[src/rtl/cipher_pkg.sv]
// Shared constants and state encoding for the mod-p cipher stream sequencer.
package cipher_pkg;
    localparam logic [7:0] NULL_CHAR   = 8'h00;
    localparam logic [1:0] MODE_IDLE   = 2'b00;
    localparam logic [1:0] MODE_CIPHER = 2'b10;
    localparam logic [7:0] P_MOD       = 8'd227;

    typedef enum logic [2:0] {IDLE, ARM, FETCH, ISSUE, WAIT, EMIT, DONE} state_t;
endpackage

[src/rtl/cipher_stream_ctrl_sat_counter.sv]
// Saturating up-counter with synchronous clear; holds at all-ones instead of wrapping.
module sat_counter #(
    parameter int W = 8
) (
    input  logic         clk,
    input  logic         rst,
    input  logic         clr,
    input  logic         inc,
    output logic [W-1:0] q
);
    always_ff @(posedge clk or posedge rst) begin
        if (rst) begin
            q <= '0;
        end else if (clr) begin
            q <= '0;
        end else if (inc && (q != {W{1'b1}})) begin
            q <= q + 1'b1;
        end
    end
endmodule

[src/rtl/cipher_stream_ctrl.sv]
// Byte-stream sequencer for the single-character cipher core: fetch, issue, wait with
// timeout, emit; a NULL byte ends the message.
module cipher_stream_ctrl
    import cipher_pkg::*;
#(
    parameter int CNT_W       = 8,
    parameter int TIMEOUT_CYC = 16
) (
    input  logic             clk,
    input  logic             rst,
    input  logic             start,
    input  logic             abort,
    input  logic [7:0]       key_in,
    input  logic [7:0]       in_data,
    input  logic             in_valid,
    output logic             in_ready,
    output logic [7:0]       out_data,
    output logic             out_valid,
    input  logic             out_ready,
    output logic             out_err,
    output logic             out_tmo,
    output logic [7:0]       core_ptxt,
    output logic [7:0]       core_key,
    output logic [1:0]       core_mode,
    input  logic [7:0]       core_ctxt,
    input  logic             core_ready,
    input  logic             core_err,
    output logic             busy,
    output logic             done,
    output logic [CNT_W-1:0] char_cnt,
    output logic [CNT_W-1:0] err_cnt
);
    localparam int TMR_W = $clog2(TIMEOUT_CYC);

    state_t           state, state_nxt;
    logic [7:0]       key_q, byte_q;
    logic [TMR_W-1:0] timer;
    logic             key_ld, byte_ld, res_ld, res_err, res_tmo;
    logic [7:0]       res_data;
    logic             cnt_clr, char_inc, err_inc;

    always_ff @(posedge clk or posedge rst) begin
        if (rst) begin
            state <= IDLE;
        end else begin
            state <= state_nxt;
        end
    end

    always_comb begin
        state_nxt = state;
        key_ld    = 1'b0;
        byte_ld   = 1'b0;
        res_ld    = 1'b0;
        res_data  = NULL_CHAR;
        res_err   = 1'b0;
        res_tmo   = 1'b0;
        cnt_clr   = 1'b0;
        char_inc  = 1'b0;
        err_inc   = 1'b0;
        case (state)
            IDLE: begin
                if (start) begin
                    state_nxt = ARM;
                    key_ld    = 1'b1;
                    cnt_clr   = 1'b1;
                end
            end
            ARM:   state_nxt = FETCH;
            FETCH: begin
                if (in_valid) begin
                    byte_ld   = 1'b1;
                    state_nxt = (in_data == NULL_CHAR) ? DONE : ISSUE;
                end
            end
            ISSUE: state_nxt = WAIT;
            WAIT: begin
                // Core error outranks a simultaneous ready; timeout only when the core is silent.
                if (core_err) begin
                    state_nxt = EMIT;
                    res_ld    = 1'b1;
                    res_err   = 1'b1;
                    err_inc   = 1'b1;
                end else if (core_ready) begin
                    state_nxt = EMIT;
                    res_ld    = 1'b1;
                    res_data  = core_ctxt;
                end else if (timer == TMR_W'(TIMEOUT_CYC - 1)) begin
                    state_nxt = EMIT;
                    res_ld    = 1'b1;
                    res_tmo   = 1'b1;
                    err_inc   = 1'b1;
                end
            end
            EMIT: begin
                if (out_ready) begin
                    state_nxt = FETCH;
                    char_inc  = 1'b1;
                end
            end
            DONE:    state_nxt = IDLE;
            default: state_nxt = IDLE;
        endcase
        // Abort freezes key, counts and result registers as they are.
        if (abort) begin
            state_nxt = IDLE;
            key_ld    = 1'b0;
            byte_ld   = 1'b0;
            res_ld    = 1'b0;
            cnt_clr   = 1'b0;
            char_inc  = 1'b0;
            err_inc   = 1'b0;
        end
    end

    always_ff @(posedge clk or posedge rst) begin
        if (rst) begin
            key_q    <= '0;
            byte_q   <= '0;
            timer    <= '0;
            out_data <= '0;
            out_err  <= 1'b0;
            out_tmo  <= 1'b0;
        end else begin
            if (key_ld)  key_q  <= key_in;
            if (byte_ld) byte_q <= in_data;
            if (state == ISSUE) begin
                timer <= '0;
            end else if (state == WAIT) begin
                timer <= timer + 1'b1;
            end
            if (res_ld) begin
                out_data <= res_data;
                out_err  <= res_err;
                out_tmo  <= res_tmo;
            end
        end
    end

    sat_counter #(.W(CNT_W)) u_char_cnt (
        .clk (clk),
        .rst (rst),
        .clr (cnt_clr),
        .inc (char_inc),
        .q   (char_cnt)
    );

    sat_counter #(.W(CNT_W)) u_err_cnt (
        .clk (clk),
        .rst (rst),
        .clr (cnt_clr),
        .inc (err_inc),
        .q   (err_cnt)
    );

    assign in_ready  = (state == FETCH);
    assign out_valid = (state == EMIT);
    assign core_mode = ((state == ISSUE) || (state == WAIT)) ? MODE_CIPHER : MODE_IDLE;
    assign core_ptxt = byte_q;
    assign core_key  = key_q;
    assign busy      = (state != IDLE);
    assign done      = (state == DONE);
endmodule

[config.mk]
export PLATFORM = sky130hd
export DESIGN_NAME = cipher_stream_ctrl
export DESIGN_NICKNAME = d
export VERILOG_FILES = /design/src/rtl/cipher_pkg.sv /design/src/rtl/cipher_stream_ctrl_sat_counter.sv /design/src/rtl/cipher_stream_ctrl.sv
export SDC_FILE = /design/constraint.sdc
export NUM_CORES = 1
export LEC_CHECK = 0
export BUFFER_PORTS_ARGS = -buffer_cell sky130_fd_sc_hd__buf_4
export CORE_UTILIZATION = 45
export DETAILED_ROUTE_END_ITERATION = 8
export PLACE_DENSITY = 0.72
export SLEW_MARGIN = 30
export SYNTH_ARGS = -nofsm -noshare
export SYNTH_HDL_FRONTEND = slang
export SYNTH_SLANG_ARGS = --single-unit
[constraint.sdc]
create_clock -name clk -period 2.2 [get_ports clk]
set_input_delay 0.11 -clock clk [delete_from_list [all_inputs] [get_ports clk]]
set_output_delay 0.11 -clock clk [all_outputs]
set_load 0.03 [all_outputs]
==> impl.org <==
** STA
- The total count of hold-check failures in the final report was 0.
- Setup repair after global routing left no endpoint under its margin.
- In the finished design, the share of the clock period the worst path needs comes to 88.6%.
- Number of failing setup endpoints in the final timing report :: 0
- Transition time at the pin with the least slew margin :: around 0.57 ns
- Across the routed clock network, the largest skew measured is around 0.0039 ns.
- Setup total negative slack on the finished layout was measured at 0 ns.
- Timing would allow up to 513 MHz.
- Final min period :: 1.95 ns
- The worst pin sits at a relative slew slack of 61.0%.
- Final-report max-slew violation count :: 0
- Worst path setup slack after routing :: 0.252 ns

** Worst setup path
- The worst setup path is launched from a flip-flop.
- Highest fanout seen on the critical path :: 12
- CP Class :: reg2reg
- STA puts the critical path data arrival time at 2.17 ns.
- Required time worst endpoint :: roughly 2.4 ns
- Kind of end point of the critical path :: flip-flop
- The worst register-to-register path has a depth of 4.
- Setup slack, reg-to-reg :: 0.25 ns

** Yosys
- Synthesized area :: 2420 µm²
- Each instance of the synthesized netlist takes up on average 10.1 µm².
- The synthesized design contains 0 enable-type register cells.
- Gate count of the mapped netlist :: 241
- The share of the Yosys chip area taken by registers is 50.6%.
- Synthesis inferred 49 register bits.
- Most used flip-flop cell after synthesis :: sky130_fd_sc_hd__dfrtp_1
- Post-synth ARST share :: 100%
- Yosys printed 0 warnings.
- After synthesis, the netlist uses 51 different library cells.
- Net count of the mapped netlist :: 276

** Floorplan
- Once the floorplan was initialized, standard cells occupied 47.2% of the core.
- 80 I/O pins were placed.
- The die covers 5680 µm².
- Core area :: 5140 µm²
- Horizontal extent of the die :: 75.4 µm
- The floorplan has 26 rows.
- Die height :: 75.4 µm

** Power
- For this design the ratio of total power to cell area is 882 nW/µm².
- Summed over all cells, the static leakage comes to 0.00155 µW.
- Maximum vdd ir drop :: 0.669 mV
- Final Total Pwr :: between 2000 and 3000 µW

** Place
- Worst slack, placed :: 0.264 ns
- Dpl cells :: ~380
- The HPWL after detailed placement is 3880 µm.
- Count of input and output buffers :: 78
- In this run the cell area measured after placement is slightly above 3000 µm².
- GP Congestion :: 0.776

** Global routing
- GR Layer Usage met3 :: 6.22%
- In the global route stage, met1 resource usage came out at 25.0%.
- Number of global-route vias before repair :: 1,930
- Antenna violations before repair :: 0
- In the global route stage, overall resource usage came out at about a fifth.
- Met2 Use GR :: 34.0%
- The first global-routing pass estimated between 8000 and 9000 µm of wire.
- Entering global routing, the biggest net connects 28 pins.
- GRT Max-Usage Layer :: met2
- Total global routing overflow :: 0

** Cells and area
- Compared with the post-synthesis result, the final layout area differs by 33.6%.
- Ratio of cells with drive above 1 in the final layout :: between 30% and 40%
- In the final design database the tool counted 362 nets.
- The finished layout holds 398 standard cells, fillers aside.
- After routing the design area is around 3200 µm².
- Leaving out fill and tap cells, the most frequent cells in the layout are 82 x sky130_fd_sc_hd__buf_4, 49 x sky130_fd_sc_hd__dfrtp_1, 34 x sky130_fd_sc_hd__nand2_1.
- Leaving out fill and tap cells, the most frequent cell in the layout is sky130_fd_sc_hd__buf_4.
- Count of antenna diodes in the layout :: 0

** Clock network
- Clk_lat worst skew :: 0.30 ns
- Buffers from clock root to sink, at most :: 2
- Buffer cell driving the clock tree root :: sky130_fd_sc_hd__clkbuf_8
- Clock-pin slew was measured on the worst setup and hold paths at 0.08 ns.
- Number of buffers created by CTS :: 5
- CTS built an H-tree with a depth of 2.
- CTS saw 49 sinks.
- TritonCTS built the clock tree.

** Detailed routing
- Count of TritonRoute iterations in the first routing pass :: 4
- For this block, the initial DRC count from the detailed router was 51.
- In the routed layout, each cell is associated on average with a via count of 5.36.
- Via count :: 2,133
- In the routed design, unresolved DRC markers number 0.
- Post-route antenna net violation count :: 0
- After detailed routing, the total wire length is between 5000 and 6000 µm.
- In the final routed layout, each cell accounts on average for 13.5 µm.

** Job
- Max-cap violations :: 0

** Worst hold path
- The worst hold path was traced through 3 stages.
- Hold crit path type :: in2reg

** Status
- Run status :: finished, final reports clean
## cells by family (layout without fill, tap and decap cells)
logic type | Yosys count | after routing | share of synthesized area, %
other | 1 | 1 | 0.155
xor gates and xnor gates | 1 | 1 | 0.361
and+or+nand+nor | 90 | 90 | 21.0
buffers and inverters | 27 | 114 | 5.01
adders and majority gates | 3 | 3 | 1.55
DFF | 49 | 49 | 50.6
AOI/OAI and AO/OA | 59 | 59 | 16.4
muxes | 11 | 11 | 5.01
## synth_stat cells, types with 2 or more instances
| cell | number | area share, % |
|---|---|---|
| sky130_fd_sc_hd__nand4_1 | 4 | 1.0 |
| sky130_fd_sc_hd__nand3_1 | 13 | 2.7 |
| sky130_fd_sc_hd__o21ai_0 | 11 | 2.3 |
| sky130_fd_sc_hd__ha_1 | 3 | 1.5 |
| sky130_fd_sc_hd__nor2_1 | 6 | 0.93 |
| sky130_fd_sc_hd__mux2i_1 | 2 | 0.83 |
| sky130_fd_sc_hd__dfrtp_1 | 49 | 51 |
| sky130_fd_sc_hd__nand2_1 | 34 | 5.3 |
| sky130_fd_sc_hd__nor2b_1 | 4 | 1.0 |
| sky130_fd_sc_hd__and3_1 | 3 | 0.77 |
| sky130_fd_sc_hd__a311oi_1 | 3 | 1.1 |
| sky130_fd_sc_hd__mux2_2 | 9 | 4.2 |
| sky130_fd_sc_hd__nor4_1 | 3 | 0.77 |
| sky130_fd_sc_hd__buf_2 | 6 | 1.2 |
| sky130_fd_sc_hd__and2_1 | 2 | 0.52 |
| sky130_fd_sc_hd__nor3b_1 | 3 | 0.93 |
| sky130_fd_sc_hd__inv_1 | 16 | 2.5 |
| sky130_fd_sc_hd__or4_1 | 6 | 1.9 |
| sky130_fd_sc_hd__buf_4 | 3 | 0.93 |
| sky130_fd_sc_hd__or3_1 | 3 | 0.77 |
| sky130_fd_sc_hd__o31ai_1 | 10 | 3.1 |
| sky130_fd_sc_hd__a21oi_1 | 16 | 3.3 |
| sky130_fd_sc_hd__o211ai_1 | 4 | 1.2 |
## worst max-delay path, cell delays in order, from the launching register on
cell                      delay (ns)
sky130_fd_sc_hd__dfrtp_1        0.56
sky130_fd_sc_hd__nor4b_4        0.44
sky130_fd_sc_hd__o21ai_2        0.19
sky130_fd_sc_hd__or4_1          0.53
sky130_fd_sc_hd__a21oi_1        0.15
## through the flow
step	utilization (%)	hold slack [ns]
finish	63.0	0.0163
global route	63.0	0.00728
CTS	63.0	0.0000495
detailed placement	60.0	0.176
global placement	60.0	0.183
floorplan	-	0.176
## what timing repair did
action / 4_1_cts / 5_1_grt
resized for setup: 0 / 0
hold buffers: 7 / 0
buffers inserted: 0 / 0
hold endpoints to repair: 28 / 0
## where the power goes
group | switching (µW) | internal (µW) | leakage (µW) | total, µW
clock | 281 | 221 | 0.0000450 | 502
sequential | 125 | 1100 | 0.000619 | 1230
combinational | 684 | 441 | 0.000884 | 1130
total | 1090 | 1760 | 0.00155 | 2860
## flip-flops by register name (all words and copies together) (netlist names)
signal,count
core_key,8
u_err_cnt.q,8
timer,4
core_ptxt,8
out_tmo,1
state,3
u_char_cnt.q,8
out_err,1
out_data,8
## layer usage
layer  wire (µm)  vias up  part of all wire, %
met5           0        -                    0
met4          75        0                  1.4
met3         385        8                  7.1
li1            -     1043                    -
met2        2480       81                   46
met1        2440     1001                   45
## area by class of cell
| class | count | area, µm² |
|---|---|---|
| fill | 456 | 1900 |
| sequential | 49 | 1230 |
| multi-input combinational | 165 | 1080 |
| timing repair buffer | 90 | 706 |
| tap | 70 | 87.6 |
| clock buffer | 6 | 72.6 |
| inverter | 16 | 60.1 |
| clock inverter | 2 | 10.0 |
## final timing paths
path,to,startpoint
hold reg to reg,core_key[6],core_key[6]
hold / removal,core_key[7],key_in[7]
setup / recovery,u_err_cnt.q[3],state[1]
setup reg to reg,u_err_cnt.q[3],state[1]
min in group asynchronous,core_key[4],rst
max in group asynchronous,state[1],rst
Note: power is estimated with default switching activity, not from simulation.
